File: src/rtl/calc2_sched_pkg.sv
// Shared types for the calc2 request scheduler: command/response codes, tag type, issue FSM states.
package calc2_sched_pkg;

  localparam int NUM_TAGS = 4;

  typedef logic [1:0] tag_t;

  typedef enum logic [3:0] {
    CMD_NOP = 4'd0,
    CMD_ADD = 4'd1,
    CMD_SUB = 4'd2,
    CMD_SHL = 4'd5,
    CMD_SHR = 4'd6
  } cmd_e;

  typedef enum logic [1:0] {
    RESP_NONE = 2'd0,
    RESP_OK   = 2'd1,
    RESP_OVF  = 2'd2,
    RESP_TMO  = 2'd3
  } resp_e;

  typedef enum logic [1:0] {
    ST_IDLE = 2'd0,
    ST_OP1  = 2'd1,
    ST_OP2  = 2'd2
  } state_e;

endpackage

File: src/rtl/calc2_tag_pool.sv
// Tag free-list: hands out the lowest free tag, frees on pop; a tag freed at an edge is
// only offered again from the next cycle because the allocator looks at registered state.
module calc2_tag_pool
  import calc2_sched_pkg::*;
(
  input  logic                c_clk,
  input  logic                reset,
  input  logic                alloc_i,
  output logic [1:0]          alloc_tag_o,
  input  logic                free_i,
  input  logic [1:0]          free_tag_i,
  output logic [NUM_TAGS-1:0] busy_o,
  output logic [2:0]          count_o
);

  logic [NUM_TAGS-1:0] busy_q, busy_d;
  logic [2:0]          count_q, count_d;

  always_comb begin
    alloc_tag_o = 2'd0;
    for (int i = NUM_TAGS - 1; i >= 0; i--) begin
      if (!busy_q[i]) alloc_tag_o = 2'(i);
    end
  end

  always_comb begin
    busy_d  = busy_q;
    count_d = count_q;
    if (free_i)  busy_d[free_tag_i]  = 1'b0;
    if (alloc_i) busy_d[alloc_tag_o] = 1'b1;
    if (alloc_i && !free_i)      count_d = count_q + 3'd1;
    else if (!alloc_i && free_i) count_d = count_q - 3'd1;
  end

  always_ff @(posedge c_clk or posedge reset) begin
    if (reset) begin
      busy_q  <= '0;
      count_q <= 3'd0;
    end else begin
      busy_q  <= busy_d;
      count_q <= count_d;
    end
  end

  assign busy_o  = busy_q;
  assign count_o = count_q;

endmodule

File: src/rtl/calc2_req_sched.sv
// Two-beat calc2 request issuer with 4 tags; results leave in acceptance order once the head tag is done.
// Optional per-tag response timeout under CALC2_SCHED_TIMEOUT_EN; in_ready drops in OP1 and when all tags are in use.
module calc2_req_sched
  import calc2_sched_pkg::*;
#(
  parameter int TIMEOUT_CYC = 64
) (
  input  logic        c_clk,
  input  logic        reset,
  input  logic        in_valid,
  output logic        in_ready,
  input  logic [3:0]  in_cmd,
  input  logic [31:0] in_op1,
  input  logic [31:0] in_op2,
  output logic [3:0]  req_cmd_out,
  output logic [31:0] req_data_out,
  output logic [1:0]  req_tag_out,
  input  logic [1:0]  resp_in,
  input  logic [31:0] data_in,
  input  logic [1:0]  tag_in,
  output logic        out_valid,
  input  logic        out_ready,
  output logic [1:0]  out_resp,
  output logic [31:0] out_data,
  output logic [2:0]  outstanding,
  output logic        protocol_err
);

  if (TIMEOUT_CYC < 2) begin : g_bad_timeout
    $error("TIMEOUT_CYC must be at least 2");
  end

  state_e              state_q, state_d;
  logic                rdy_en_q;
  logic [3:0]          cmd_q;
  logic [31:0]         op1_q, op2_q;
  tag_t                tag_q;
  tag_t                fifo_q [NUM_TAGS];
  tag_t                wr_ptr_q, rd_ptr_q;
  logic [NUM_TAGS-1:0] done_q, done_d;
  logic [1:0]          resp_st_q [NUM_TAGS];
  logic [31:0]         data_st_q [NUM_TAGS];
  logic                perr_q;

  logic                accept, pop, rsp_vld, rsp_hit;
  tag_t                alloc_tag, head_tag;
  logic [NUM_TAGS-1:0] busy, tmo_fire;
  logic [2:0]          tag_cnt;

  calc2_tag_pool u_pool (
    .c_clk       (c_clk),
    .reset       (reset),
    .alloc_i     (accept),
    .alloc_tag_o (alloc_tag),
    .free_i      (pop),
    .free_tag_i  (head_tag),
    .busy_o      (busy),
    .count_o     (tag_cnt)
  );

  assign accept       = in_valid && in_ready;
  assign pop          = out_valid && out_ready;
  assign head_tag     = fifo_q[rd_ptr_q];
  assign rsp_vld      = (resp_in != 2'd0);
  assign rsp_hit      = rsp_vld && busy[tag_in] && !done_q[tag_in];
  assign outstanding  = tag_cnt;
  assign out_valid    = (tag_cnt != 3'd0) && done_q[head_tag];
  assign out_resp     = out_valid ? resp_st_q[head_tag] : 2'd0;
  assign out_data     = out_valid ? data_st_q[head_tag] : 32'd0;
  assign protocol_err = perr_q;

  always_ff @(posedge c_clk or posedge reset) begin
    if (reset) state_q <= ST_IDLE;
    else       state_q <= state_d;
  end

  always_comb begin
    state_d = state_q;
    case (state_q)
      ST_IDLE: if (accept) state_d = ST_OP1;
      ST_OP1:  state_d = ST_OP2;
      ST_OP2:  state_d = accept ? ST_OP1 : ST_IDLE;
      default: state_d = ST_IDLE;
    endcase
  end

  // rdy_en_q holds in_ready low for the first cycle after reset release.
  always_comb begin
    in_ready     = rdy_en_q && (state_q != ST_OP1) && (tag_cnt < 3'(NUM_TAGS));
    req_cmd_out  = 4'd0;
    req_data_out = 32'd0;
    req_tag_out  = 2'd0;
    case (state_q)
      ST_OP1: begin
        req_cmd_out  = cmd_q;
        req_data_out = op1_q;
        req_tag_out  = tag_q;
      end
      ST_OP2: begin
        req_data_out = op2_q;
        req_tag_out  = tag_q;
      end
      default: ;
    endcase
  end

  // Pop and response never target the same tag: the head is already done, a hit requires not-done.
  always_comb begin
    done_d = done_q;
    if (pop)     done_d[head_tag] = 1'b0;
    if (rsp_hit) done_d[tag_in]   = 1'b1;
    done_d = done_d | tmo_fire;
  end

  always_ff @(posedge c_clk or posedge reset) begin
    if (reset) begin
      rdy_en_q <= 1'b0;
      cmd_q    <= 4'd0;
      op1_q    <= 32'd0;
      op2_q    <= 32'd0;
      tag_q    <= 2'd0;
      wr_ptr_q <= 2'd0;
      rd_ptr_q <= 2'd0;
      done_q   <= '0;
      perr_q   <= 1'b0;
      for (int i = 0; i < NUM_TAGS; i++) begin
        fifo_q[i]    <= 2'd0;
        resp_st_q[i] <= 2'd0;
        data_st_q[i] <= 32'd0;
      end
    end else begin
      rdy_en_q <= 1'b1;
      done_q   <= done_d;
      if (accept) begin
        cmd_q            <= in_cmd;
        op1_q            <= in_op1;
        op2_q            <= in_op2;
        tag_q            <= alloc_tag;
        fifo_q[wr_ptr_q] <= alloc_tag;
        wr_ptr_q         <= wr_ptr_q + 2'd1;
      end
      if (pop) rd_ptr_q <= rd_ptr_q + 2'd1;
      if (rsp_vld && !rsp_hit) perr_q <= 1'b1;
      if (rsp_hit) begin
        resp_st_q[tag_in] <= resp_in;
        data_st_q[tag_in] <= data_in;
      end
      for (int i = 0; i < NUM_TAGS; i++) begin
        if (tmo_fire[i]) begin
          resp_st_q[i] <= RESP_TMO;
          data_st_q[i] <= 32'd0;
        end
      end
    end
  end

`ifdef CALC2_SCHED_TIMEOUT_EN
  localparam int CW = $clog2(TIMEOUT_CYC + 1);

  logic [CW-1:0]       tmo_cnt_q [NUM_TAGS];
  logic [NUM_TAGS-1:0] tmo_run_q, rsp_mask;

  // A real response in the same cycle as the timeout wins.
  always_comb begin
    rsp_mask = '0;
    tmo_fire = '0;
    if (rsp_hit) rsp_mask[tag_in] = 1'b1;
    for (int i = 0; i < NUM_TAGS; i++) begin
      tmo_fire[i] = tmo_run_q[i] && !rsp_mask[i] && (tmo_cnt_q[i] == CW'(TIMEOUT_CYC - 1));
    end
  end

  always_ff @(posedge c_clk or posedge reset) begin
    if (reset) begin
      tmo_run_q <= '0;
      for (int i = 0; i < NUM_TAGS; i++) tmo_cnt_q[i] <= '0;
    end else begin
      for (int i = 0; i < NUM_TAGS; i++) begin
        if (state_q == ST_OP2 && tag_q == 2'(i) && !done_q[i] && !rsp_mask[i]) begin
          tmo_run_q[i] <= 1'b1;
          tmo_cnt_q[i] <= CW'(1);
        end else if (tmo_run_q[i] && (tmo_fire[i] || rsp_mask[i])) begin
          tmo_run_q[i] <= 1'b0;
        end else if (tmo_run_q[i]) begin
          tmo_cnt_q[i] <= tmo_cnt_q[i] + CW'(1);
        end
      end
    end
  end
`else
  assign tmo_fire = '0;
`endif

endmodule
File: config.mk
export PLATFORM = sky130hd
export DESIGN_NAME = calc2_req_sched
export DESIGN_NICKNAME = d
export VERILOG_FILES = /design/src/rtl/calc2_sched_pkg.sv /design/src/rtl/calc2_tag_pool.sv /design/src/rtl/calc2_req_sched.sv
export SDC_FILE = /design/constraint.sdc
export NUM_CORES = 1
export LEC_CHECK = 0
export ABC_AREA = 1
export BUFFER_PORTS_ARGS = -buffer_cell sky130_fd_sc_hd__buf_2
export CAP_MARGIN = 25
export CORE_MARGIN = 3
export CORE_UTILIZATION = 50
export DETAILED_ROUTE_END_ITERATION = 12
export GPL_ROUTABILITY_DRIVEN = 0
export PLACE_DENSITY = 0.72
export SKIP_LAST_GASP = 1
export SYNTH_ARGS = -nofsm -noshare
export SYNTH_HDL_FRONTEND = slang
export SYNTH_SLANG_ARGS = --single-unit
export TNS_END_PERCENT = 100
File: constraint.sdc
create_clock -name c_clk -period 13.8 [get_ports c_clk]
set_clock_uncertainty 0.15 [all_clocks]
set_input_delay 2.07 -clock c_clk [delete_from_list [all_inputs] [get_ports c_clk]]
set_output_delay 2.07 -clock c_clk [all_outputs]
set_load 0.01 [all_outputs]
==> results of run 1 <==
[registers in the layout, summed over array words and instances (netlist names)]
signal	count
data_st_q	128
op1_q	32
op2_q	32
fifo_q	8
resp_st_q	8
cmd_q	4
done_q	4
u_pool.busy_o	4
u_pool.count_o	3
rd_ptr_q	2
state_q	2
tag_q	2
wr_ptr_q	2
protocol_err	1
rdy_en_q	1
[layer usage]
layer  part of all wire (%)  up-vias  global-route usage (%)  wire, um
li1                       -     4914                       -         -
met1                     44     4916                   36.17     13450
met2                     47      350                   40.31     14520
met3                    6.7       55                   3.800      2053
met4                    2.0        2                   6.476       616
met5                  0.023        -                       0         7
[cell usage after synthesis (all sizes together)]
library cell	number	area (um^2)
fa	1	20.02
o221ai	1	15.01
nand3	58	320.3
clkbuf	42	157.7
buf	59	321.6
xnor2	2	17.52
xor2	2	17.52
o21ai	7	35.03
nand2	695	2611
ha	9	112.6
nor3	1	5.000
dfrtp	233	5831
mux2	9	101.4
nand4	145	907.1
clkinv	2	7.510
a22oi	1	7.510
inv	36	135.1
o32ai	1	8.760
nor2	57	224.0
a21oi	68	344.1
conb	1	3.750
nor4	1	21.27
[power breakdown]
group          switching (mW)  internal [mW]  leakage, nW
clock                   0.273          0.380        0.406
combinational           0.745          0.354         3.61
sequential              0.180           1.00         2.96
total                    1.20           1.73         6.98
[critical path: cells and delay by family (launching register included)]
kind / cells / cell delay [ps]
AND/OR/NAND/NOR: 9 / 1850
flip-flops: 1 / 480
buffers and inverters: 2 / 280
[kinds of logic after synthesis]
kind of cell	share of synthesized area [%]
AOI/OAI and AO/OA	3.656
DFF	51.95
xor gates and xnor gates	0.3122
and+or+nand+nor	36.43
other	0.03341
buffers and inverters	5.540
muxes	0.9029
adders and majority gates	1.182
[layout make-up]
cell class	instances	area share (%)
tap	280	2.689
inverter	38	1.152
timing repair buffer	204	8.451
antenna	2	0.03841
multi-input combinational	1059	36.73
sequential	233	44.75
clock inverter	9	0.3457
clock buffer	39	5.839
[how the worst min path moves through the flow]
stage                                             to  cells after the start                  startpoint
after CTS                   protocol_err$_DFFE_PP0P_                      2    protocol_err$_DFFE_PP0P_
after detailed placement    protocol_err$_DFFE_PP0P_                      2    protocol_err$_DFFE_PP0P_
after global placement      protocol_err$_DFFE_PP0P_                      2    protocol_err$_DFFE_PP0P_
after global routing            op1_q[5]$_DFFE_PP0P_                      2        op1_q[5]$_DFFE_PP0P_
after floorplan           data_st_q[100]$_DFFE_PP0P_                      2  data_st_q[100]$_DFFE_PP0P_
final                       protocol_err$_DFFE_PP0P_                      2    protocol_err$_DFFE_PP0P_
[stage by stage]
stage          area, um^2  hold WS (ps)
3_3_place_gp        12170         301.6
3_5_place_dp        12200         306.8
5_1_grt             13030         338.7
6_report            13030         311.5
2_1_floorplan       11220         292.2
4_1_cts             13000         322.4
==> results.yml, run 1 <==
critical_path:
  crit_type: "register to output pin"
  rrSetupSlack_ps: 10520
  cp.arrival_ps: 3130
  crit_slowest_cell: "nand2_2"
  critical_path.max_stage_delay_ps: 580
  crit_chain: "inv_2 > nand2_1 > nand3_2 > nand2_1 > nand2_1 > nand2_1 > nand2_1 > nand2_1 > nand2_2 > nor2_1 > buf_2"
  crit_path_max_fanout: 35
  cp-end-kind: "output pin"
  reg2regPathDepth: 13
  worstReg2RegEnd: "u_pool.count_o[1]$_DFFE_PP0P_"
  cp-start-kind: "register"
  critical_path.most_common_cell: "nand2_1"
  reg2reg_from: "rd_ptr_q[0]$_DFFE_PP0N_"
  crit_end: "out_data[4]"
  worstPathRequired_ps: 11580
  cp-startpoint: "rd_ptr_q[0]$_DFFE_PP0N_"
cts:
  post_cts_buffers: 0
  cts-root-buf: "clkbuf_16"
  cts_resized: 0
  cts_tree: "yes"
  ctsHoldBuffers: 0
  cts.sinks: 233
  clock_latency_ps: 530
  h-tree-depth: 1
  cts_buffers: 26
  clk_pin_slew_ps: 60
  cts_buffer_depth: 3
sta:
  finalWorstSetupSlack_ps: 8446
  setup_viol: 0
  slew_violations: 0
  tightest_slew_ps: 1021
  finalCritPeriodShare_pct: 38.80
  finalSetupTns_ps: 0
  max-slew-margin-rel_pct: 31.88
  period_needed_ps: 5354
  hold_viol: 0
  rsz0062_at_grt: "false"
  clock.fmax_ghz: 0.1868
drt:
  routed_wirelength_mm: 30.65
  firstDrtPassIters: 5
  drc: 0
  wl_per_cell_um: 16.44
  vias_per_cell: 5.492
  via_count: 10240
  drt_iter0_drc: 998
  antenna_left: 0
place:
  pre_cts_ws_ps: 8582
  place_hpwl_mm: 18.09
  port_buffers: 185
  dp.cells: 1813
global_route:
  grt_max_degree: 87
  grt_first_pass_wirelength_mm: 50.80
  track_usage_pct: 25.13
  grt_pass1_vias: 9929
  antenna_found_initial: 2
  grt-ovfl-total: 0
yosys:
  synth_seq_cells: 233
  syn_nets: 1549
  syn_avg_cell_area_um2: 7.844
  synth_area_um2: 11220
  ys_seq_area_share_pct: 51.95
  ys_types: 30
  yosys_warnings: 0
  syn_inst: 1431
floorplanning:
  core_um2: 21960
  fp-row-count: 54
  ios: 186
  dieArea_um2: 24280
  die_height_um: 155.8
  initial_utilization_pct: 51.12
  fp.dieW_um: 155.8
power:
  total_power_mw: 2.932
  power.density_nw_per_um2: 225.1
  leakagePower_nw: 6.983
  peakVddDrop_v: 0.0001461
cells_and_area:
  drive_above_1_share_pct: 17.19
  multi_input_area_um2: 4786
  finalNetCount: 1680
  area_delta_synth_final_pct: 16.07
  n_fill_cell: 2050
  final_common_cell: "nand2_1"
  ff_latch_area_um2: 5831
  post-route-util_pct: 59.33
  stdcell_count: 1864
  mostFrequentLayoutCells: "nand2_1 (693), dfrtp_1 (233), buf_2 (185)"
flow_run:
  max_cap_violations: 0
hold_path:
  hold_class: "register to register"
outcome:
  status: "completed"
Note: power is estimated with default switching activity, not from simulation.
==> run 2: changes to the inputs <==
==> constraint.sdc (replaced) <==
create_clock -name c_clk -period 5.1 [get_ports c_clk]
set_clock_uncertainty 0.15 [all_clocks]
set_input_delay 0.765 -clock c_clk [delete_from_list [all_inputs] [get_ports c_clk]]
set_output_delay 0.765 -clock c_clk [all_outputs]
set_load 0.01 [all_outputs]
==> run 2 against run 1 <==
Compared with the run above:
- utilization is 0.31 points higher
- highest routed layer is now met4
- largest cell class unchanged
- sequential share of layout area fell by 0.24 points
- combinational power grew to 2.7 times the previous value
- first-iteration DRC count shrank 4.1%
- hold slack worse by 140 ps
- sequential cell count unchanged
- critical endpoint is now out_data[6]
- sequential power increased to 2.7 times the previous value
- total power grew to 2.8 times the previous value
==> results.yml, run 2 (synthesized netlist as in run 1, its figures left out) <==
power:
  internal-power_mw: 4.807
  seqPwrFrac_pct: 39.6
  power.density_nw_per_um2: 616.2
  p_clk_share_pct: 23.0
  peakVddDrop_v: 0.0003354
  total_power_mw: 8.071
  p_comb_share_pct: 37.3
  leakagePower_nw: 6.990
  swShare_pct: 40.44
  power_switching_mw: 3.264
global_route:
  use_met3_pct: 3.384
  met1_usage_pct: 35.65
  grt_max_degree: 141
  grt_pass1_vias: 9915
  track_usage_pct: 25.69
  busiest_layer: "met2"
  grt_first_pass_wirelength_mm: 51.38
  antenna_found_initial: 1
  grt_use_met2_pct: 42.74
  grt-ovfl-total: 0
sta:
  rsz0062_at_grt: "false"
  period_needed_ps: 4093
  slew_violations: 0
  max-slew-margin-rel_pct: 32.38
  hold_viol: 0
  clock.fmax_ghz: 0.2443
  tightest_slew_ps: 1012
  finalCritPeriodShare_pct: 80.25
  finalSetupTns_ps: 0
  setup_viol: 0
cts:
  cts_buffers: 25
  cts-root-buf: "clkbuf_16"
  clk_pin_slew_ps: 60
  ctsHoldBuffers: 0
  clock_latency_ps: 520
  post_cts_buffers: 0
  cts_tree: "yes"
  cts_resized: 0
  cts_buffer_depth: 3
  h-tree-depth: 1
  cts.sinks: 233
flow_run:
  max_cap_violations: 0
floorplanning:
  fp.dieW_um: 155.8
  core_um2: 21960
  die_height_um: 155.8
  ios: 186
  initial_utilization_pct: 51.12
  fp-row-count: 54
  dieArea_um2: 24280
drt:
  firstDrtPassIters: 5
  routed_wirelength_mm: 31.41
  via_count: 10340
  drc: 0
  antenna_left: 0
  wl_per_cell_um: 16.87
  drt_iter0_drc: 957
  vias_per_cell: 5.553
cells_and_area:
  top_regs: "data_st_q (128), op1_q (32), op2_q (32)"
  n_fill_cell: 1980
  area_delta_synth_final_pct: 16.69
  finalNetCount: 1681
  mostFrequentLayoutCells: "nand2_1 (693), dfrtp_1 (233), buf_2 (185)"
  regMostFlops: "data_st_q"
  largest_reg_flops: 128
  final_common_cell: "nand2_1"
  drive_above_1_share_pct: 17.08
critical_path:
  crit_chain: "inv_2 > nand2_1 > nand3_2 > nand2_1 > nand2_1 > nand2_1 > nand2_1 > nand2_1 > nand2_2 > nor2_1 > buf_2"
  cp_num_buf_inv: 2
  crit_slowest_cell: "nand2_2"
  cp-end-kind: "output pin"
  worstReg2RegEnd: "u_pool.count_o[1]$_DFFE_PP0P_"
  critical_path.max_stage_delay_ps: 600
  rrSetupSlack_ps: 1800
  reg2regPathDepth: 13
  reg2reg_from: "rd_ptr_q[0]$_DFFE_PP0N_"
  crit_type: "register to output pin"
  cp-start-kind: "register"
  critical_path.most_common_cell: "nand2_1"
  worstPathRequired_ps: 4180
  crit_path_max_fanout: 35
  cp.arrival_ps: 3180
  crit_family: "simple AND/OR/NAND/NOR gates"
outcome:
  status: "completed"
hold_path:
  hold_class: "input pin to async pin"
place:
  place_hpwl_mm: 18.46
  port_buffers: 185
## run 2: per-layer routing
metal	wire length, um	part of all wire, %	vias to the layer above
li1	-	-	4917
met1	13270	42	4957
met2	15080	48	413
met3	2317	7.4	53
met4	737	2.3	0
met5	0	0	-
## run 2: worst max-delay path by stage
| stage | from | endpoint | slack, ps | cells past startpoint |
|---|---|---|---|---|
| after floorplan | reset | cmd_q[0]$_DFFE_PP0P_ | 1140 | 1 |
| after global routing | rd_ptr_q[0]$_DFFE_PP0N_ | out_data[6] | 800 | 11 |
| after detailed placement | tag_in[0] | data_st_q[76]$_DFFE_PP0P_ | 1600 | 9 |
| after CTS | rd_ptr_q[0]$_DFFE_PP0N_ | out_data[6] | 1060 | 11 |
| after global placement | tag_in[0] | data_st_q[77]$_DFFE_PP0P_ | 1690 | 9 |
| final | rd_ptr_q[0]$_DFFE_PP0N_ | out_data[6] | 1010 | 11 |
## run 2: per-stage QoR
stage / instance area [um^2] / util, % / setup WS (ps) / hold WS, ps / instances
after floorplan: 11230 / - / 1135 / 292.2 / 1431
after global placement: 12230 / 55.70 / 1687 / 303.2 / 1815
after global routing: 13100 / 59.65 / 804.5 / 214.4 / 1862
after CTS: 13070 / 59.51 / 1060 / 187.4 / 1860
after detailed placement: 12230 / 55.70 / 1599 / 296.3 / 1815
final: 13100 / 59.65 / 1007 / 167.3 / 1862
## run 2: area by class of cell
type,count,area (um^2),share of cell area (%)
Sequential cell,233,5831,44.52
Multi-Input combinational cell,1059,4791,36.58
Timing Repair Buffer,206,1141,8.712
Clock buffer,39,728.2,5.560
Tap cell,280,350.3,2.675
Inverter,38,146.4,1.118
Clock inverter,6,107.6,0.8215
Antenna cell,1,2.502,0.01911
## run 2: power groups by stage
stage	logic (mW)	registers (mW)	clock network (mW)
after CTS	2.99	3.19	1.89
final	3.01	3.20	1.86
after floorplan	2.21	3.09	0
after global routing	3.40	3.30	1.96
after global placement	2.89	3.19	0
after detailed placement	2.97	3.20	0
